<file path="src/rtl/cmp_pkg.sv">
`default_nettype none
// ============================================================================
//  Module      : cmp_pkg
//  Description : Shared types and helpers for the serial comparator controller:
//                FSM state encoding, per-slice compare result, and slice-count
//                and counter-width helpers derived from the operand width.
//  Revision    : 1.0  initial release
// ============================================================================
package cmp_pkg;

    typedef enum logic [1:0] {
        IDLE = 2'd0,
        RUN  = 2'd1,
        DONE = 2'd2
    } state_t;

    typedef struct packed {
        logic gt;
        logic eq;
        logic lt;
    } slice_res_t;

    // Number of 2-bit slices in an operand.
    function automatic int slice_count(input int width);
        return width / 2;
    endfunction

    // Width of a counter indexing all slices; never narrower than one bit.
    function automatic int cnt_width(input int width);
        return (slice_count(width) > 1) ? $clog2(slice_count(width)) : 1;
    endfunction

endpackage
`default_nettype wire

</file>
<file path="src/rtl/cmp2_slice.sv">
`default_nettype none
// ============================================================================
//  Module      : cmp2_slice
//  Description : Purely combinational 2-bit unsigned magnitude comparator.
//                Exactly one of gt/eq/lt is high for any input pair.
//  Ports       : x, y  in  [1:0]  operands
//                gt    out        x > y
//                eq    out        x == y
//                lt    out        x < y
//  Revision    : 1.0  initial release
// ============================================================================
module cmp2_slice (
    input  logic [1:0] x,
    input  logic [1:0] y,
    output logic       gt,
    output logic       eq,
    output logic       lt
);

    assign gt = (x > y);
    assign eq = (x == y);
    assign lt = (x < y);

endmodule
`default_nettype wire

</file>
<file path="src/rtl/serial_cmp_ctrl.sv">
`default_nettype none
// ============================================================================
//  Module      : serial_cmp_ctrl
//  Description : Compares two WIDTH-bit unsigned operands serially through one
//                shared 2-bit comparator slice, MSB pair first, one slice per
//                cycle. Optional early exit on the first unequal slice.
//  Ports       : clk, rst_n              clock, async active-low reset
//                start_valid/start_ready job handshake (a, b sampled on accept)
//                abort                   synchronous cancel, highest priority
//                busy                    high while slices are being examined
//                res_valid/res_ready     result handshake
//                gt, eq, lt              registered one-hot verdict
//  Revision    : 1.0  initial release
// ============================================================================
module serial_cmp_ctrl
    import cmp_pkg::*;
#(
    parameter int WIDTH      = 8,
    parameter bit EARLY_EXIT = 1'b1
) (
    input  logic             clk,
    input  logic             rst_n,
    input  logic             start_valid,
    output logic             start_ready,
    input  logic [WIDTH-1:0] a,
    input  logic [WIDTH-1:0] b,
    input  logic             abort,
    output logic             busy,
    output logic             res_valid,
    input  logic             res_ready,
    output logic             gt,
    output logic             eq,
    output logic             lt
);

    localparam int c_NSLICE = slice_count(WIDTH);
    localparam int c_CNT_W  = cnt_width(WIDTH);

    state_t             r_state;
    state_t             w_state_nxt;
    logic [WIDTH-1:0]   r_sa;
    logic [WIDTH-1:0]   r_sb;
    logic [c_CNT_W-1:0] r_cnt;
    logic               r_sticky_gt;
    logic               r_sticky_lt;
    slice_res_t         w_slice;
    logic               w_unequal;
    logic               w_last;

    cmp2_slice u_slice (
        .x  (r_sa[WIDTH-1:WIDTH-2]),
        .y  (r_sb[WIDTH-1:WIDTH-2]),
        .gt (w_slice.gt),
        .eq (w_slice.eq),
        .lt (w_slice.lt)
    );

    assign w_unequal = w_slice.gt | w_slice.lt;
    assign w_last    = (r_cnt == '0);

    // ---------------------------------------------------------------- state register
    always_ff @(posedge clk or negedge rst_n) begin
        if (!rst_n) begin
            r_state <= IDLE;
        end else begin
            r_state <= w_state_nxt;
        end
    end

    // ---------------------------------------------------------------- next state
    always_comb begin
        w_state_nxt = r_state;
        if (abort) begin
            w_state_nxt = IDLE;
        end else begin
            case (r_state)
                IDLE: if (start_valid) w_state_nxt = RUN;
                RUN:  if ((EARLY_EXIT && w_unequal) || w_last) w_state_nxt = DONE;
                DONE: if (res_ready) w_state_nxt = IDLE;
                default: w_state_nxt = IDLE;
            endcase
        end
    end

    // ---------------------------------------------------------------- outputs
    always_comb begin
        start_ready = (r_state == IDLE);
        busy        = (r_state == RUN);
        res_valid   = (r_state == DONE);
    end

    // ---------------------------------------------------------------- datapath
    always_ff @(posedge clk or negedge rst_n) begin
        if (!rst_n) begin
            r_sa        <= '0;
            r_sb        <= '0;
            r_cnt       <= '0;
            r_sticky_gt <= 1'b0;
            r_sticky_lt <= 1'b0;
            gt          <= 1'b0;
            eq          <= 1'b0;
            lt          <= 1'b0;
        end else if (abort) begin
            r_sticky_gt <= 1'b0;
            r_sticky_lt <= 1'b0;
            gt          <= 1'b0;
            eq          <= 1'b0;
            lt          <= 1'b0;
        end else begin
            case (r_state)
                IDLE: begin
                    if (start_valid) begin
                        r_sa        <= a;
                        r_sb        <= b;
                        r_cnt       <= c_CNT_W'(c_NSLICE - 1);
                        r_sticky_gt <= 1'b0;
                        r_sticky_lt <= 1'b0;
                        gt          <= 1'b0;
                        eq          <= 1'b0;
                        lt          <= 1'b0;
                    end
                end
                RUN: begin
                    if (EARLY_EXIT && w_unequal) begin
                        gt <= w_slice.gt;
                        lt <= w_slice.lt;
                    end else if (w_last) begin
                        // An earlier unequal slice outranks the final one.
                        gt <= r_sticky_gt | (~r_sticky_lt & w_slice.gt);
                        lt <= r_sticky_lt | (~r_sticky_gt & w_slice.lt);
                        eq <= ~r_sticky_gt & ~r_sticky_lt & w_slice.eq;
                    end else begin
                        r_sa  <= r_sa << 2;
                        r_sb  <= r_sb << 2;
                        r_cnt <= r_cnt - 1'b1;
                        if (!r_sticky_gt && !r_sticky_lt) begin
                            r_sticky_gt <= w_slice.gt;
                            r_sticky_lt <= w_slice.lt;
                        end
                    end
                end
                default: ;
            endcase
        end
    end

endmodule
`default_nettype wire

</file>
<file path="config.mk">
export PLATFORM = sky130hd
export DESIGN_NAME = serial_cmp_ctrl
export DESIGN_NICKNAME = d
export VERILOG_FILES = /design/src/rtl/cmp_pkg.sv /design/src/rtl/cmp2_slice.sv /design/src/rtl/serial_cmp_ctrl.sv
export SDC_FILE = /design/constraint.sdc
export NUM_CORES = 1
export LEC_CHECK = 0
export ABC_AREA = 1
export CORE_AREA = 2 2 55 57
export CTS_BUF_LIST = sky130_fd_sc_hd__clkbuf_4
export CTS_CLUSTER_SIZE = 12
export DETAILED_ROUTE_END_ITERATION = 6
export DIE_AREA = 0 0 57 59
export GPL_TIMING_DRIVEN = 0
export PLACE_DENSITY = 0.79
export SLEW_MARGIN = 20
export SYNTH_ARGS = -nofsm -noshare
export SYNTH_HDL_FRONTEND = slang
export SYNTH_SLANG_ARGS = --single-unit
</file>
<file path="constraint.sdc">
create_clock -name clk -period 2.37 [get_ports clk]
set_clock_uncertainty 0.2 [all_clocks]
set_input_delay 0.237 -clock clk [delete_from_list [all_inputs] [get_ports clk]]
set_output_delay 0.237 -clock clk [all_outputs]
set_load 0.01 [all_outputs]
</file>
==> results.sh <==
export IMPL_multi_input_area_um2=688
export IMPL_clkSinkCount=25
export IMPL_die_x_um=57
export IMPL_final_common_cell="nand2_1"
export IMPL_place_port_buffers=26
export IMPL_maxCapViolations=0
export IMPL_cts_path_max_buffers=2
export IMPL_antenna_found_initial=0
export IMPL_cp_end_kind="output pin"
export IMPL_maxSlewHeadroom_pct=61.7
export IMPL_ir_drop_mv=0.578
export IMPL_cp_arrival_ps=1820
export IMPL_grt_total_usage_pct=19.5
export IMPL_pin_count=27
export IMPL_core_mm2=0.00271
export IMPL_layout_setup_ws_ps=117
export IMPL_clkTransAtPathRegs_ps=130
export IMPL_finalCritPeriodShare_pct=95.1
export IMPL_ys_seq_area_share_pct=44.0
export IMPL_cts_buffers=3
export IMPL_ys_ff_latch=25
export IMPL_finalSetupTns_ps=0
export IMPL_ys_warnings_count=0
export IMPL_drive_gt1_share_pct=9.46
export IMPL_fin_nets=247
export IMPL_worstMarginPinSlew_ps=575
export IMPL_fp_row_count=19
export IMPL_cts_tree="done"
export IMPL_post_cts_buffers=0
export IMPL_synth_cell_types=18
export IMPL_grt_max_degree=26
export IMPL_die_h_um=59
export IMPL_syn_inst=191
export IMPL_synth_nets=215
export IMPL_syn_avg_cell_area_um2=7.45
export IMPL_finalMaxSlewViolations=0
export IMPL_gp_congestion=0.809
export IMPL_drt_total_wl_um=2990
export IMPL_routed_via_density=5.03
export IMPL_final_instance_count_excl_fill=253
export IMPL_hold_violations=0
export IMPL_cellLeakagePower_uw=0.000963
export IMPL_worstSkewPairLatency_ps=320
export IMPL_drt_first_pass_iters=4
export IMPL_ant_nets=0
export IMPL_fin_crit_ps=2250
export IMPL_grt_pass1_vias=1199
export IMPL_start_util_pct=52.5
export IMPL_netlist_area_mm2=0.00142
export IMPL_seqCellArea_um2=626
export IMPL_area_growth_pct=23.5
export IMPL_totalPowerFinal_uw=1710
export IMPL_grt_remaining_overflow=0
export IMPL_clockRootBuffer="clkbuf_4"
export IMPL_layout_common_cells="nand2_1, dfrtp_1, clkdlybuf4s50_1"
export IMPL_drc=0
export IMPL_startpoint_type="flop"
export IMPL_status="finished clean"
export IMPL_grt_pass1_wl_um=5150
export IMPL_dr_total_vias=1273
export IMPL_num_fill_cells=247
export IMPL_drt_iter0_markers=45
export IMPL_dp_cells=248
export IMPL_n_antenna_cell=0
export IMPL_fin_util_pct=64.8
export IMPL_die_area_mm2=0.00336
export IMPL_rsz0062_at_grt="false"
export IMPL_wl_per_cell_um=11.8
export IMPL_critical_path_peak_fanout=10
export IMPL_required_ps=1930
export IMPL_cts_htree_levels=1
export IMPL_dp_hpwl_um=2260
export IMPL_dp_slack_ps=412
export IMPL_fmaxAchievable_mhz=444
export IMPL_finalSetupViolCount=0
export IMPL_critPathKind="flop to output pin"
export IMPL_power_density_mw_per_mm2=975
export IMPL_min_path_type="input port to asynchronous set/reset pin"
[state kept, by name (all words and copies together) (netlist names)]
| register | count |
|---|---|
| eq | 1 |
| gt | 1 |
| lt | 1 |
| r_cnt | 2 |
| r_sa | 8 |
| r_sb | 8 |
| r_state | 2 |
| r_sticky_gt | 1 |
| r_sticky_lt | 1 |
[synth_stat cells, drive strengths merged]
cell type / number / share of area (%)
nor2: 8 / 4.3
buf: 5 / 3.7
nand3: 21 / 7.7
ha: 3 / 2.6
inv: 15 / 4.0
nand3b: 6 / 3.2
nand2: 103 / 28
dfrtp: 25 / 44
o21ai: 1 / 0.62
a21oi: 1 / 0.35
nand4: 3 / 1.3
[cell families after synthesis]
logic type	count (synthesis)	share of synthesized area, %
adder cells (fa/ha/maj)	3	2.64
buffers and inverters	20	7.65
AND/OR/NAND/NOR	141	44.8
AO/OA/AOI/OAI	2	0.967
flip-flops	25	44.0
[metal layers]
metal	part of all wire [%]	GRT usage [%]	up-vias
met5	0	0	-
met2	51	36.0	23
met4	1.2	5.98	0
met1	44	24.3	586
met3	4.1	1.97	5
li1	-	-	659
[timing repair]
| item | 4_1_cts | 5_1_grt |
|---|---|---|
| endpoints found under the hold margin | 25 | 0 |
| hold buffers | 1 | 0 |
| gates resized for setup | 0 | 0 |
[layout make-up]
cell class / count / area share (%)
plain buffers: 5 / 2.99
repair buffers: 27 / 15.1
inverters: 15 / 3.21
flip-flops and latches: 25 / 35.6
well taps: 31 / 2.21
multi-input cells: 146 / 39.2
clock buffers: 4 / 1.71
[metrics by stage]
| step | hold WS [ps] | area, µm² |
|---|---|---|
| floorplan | -259 | 1420 |
| global placement | 254 | 1720 |
| detailed placement | 65.8 | 1720 |
| CTS | 249 | 1760 |
| global route | 262 | 1760 |
| finish | 222 | 1760 |
[critical path, cell delays in order, from the launching register on]
cell and delay (ps):
dfrtp_1 490, inv_2 80, nor2_4 200, buf_6 180, clkdlybuf4s50_1 540
[worst paths after layout]
| path | start | endpoint | slack (ps) | cells past startpoint |
|---|---|---|---|---|
| min | rst_n | r_sticky_lt$_DFFE_PN0P_ | 220 | 2 |
| max in group asynchronous | rst_n | r_cnt[0]$_DFFE_PN0P_ | 1370 | 2 |
| max reg2reg | r_sa[7]$_DFFE_PN0P_ | r_cnt[1]$_DFFE_PN0P_ | 410 | 9 |
| max | r_state[0]$_DFFE_PN0P_ | busy | 120 | 4 |
| min in group clk | r_sb[0]$_DFFE_PN0P_ | r_sb[0]$_DFFE_PN0P_ | 290 | 2 |
| min reg2reg | r_sb[0]$_DFFE_PN0P_ | r_sb[0]$_DFFE_PN0P_ | 290 | 2 |
[power by group]
| group | switching [µW] | total (µW) | internal (µW) | leakage, µW |
|---|---|---|---|---|
| Clock | 129 | 207 | 77.4 | 0.0000184 |
| Sequential | 95.6 | 682 | 587 | 0.000320 |
| Combinational | 495 | 824 | 329 | 0.000625 |
Note: power is estimated with default switching activity, not from simulation.
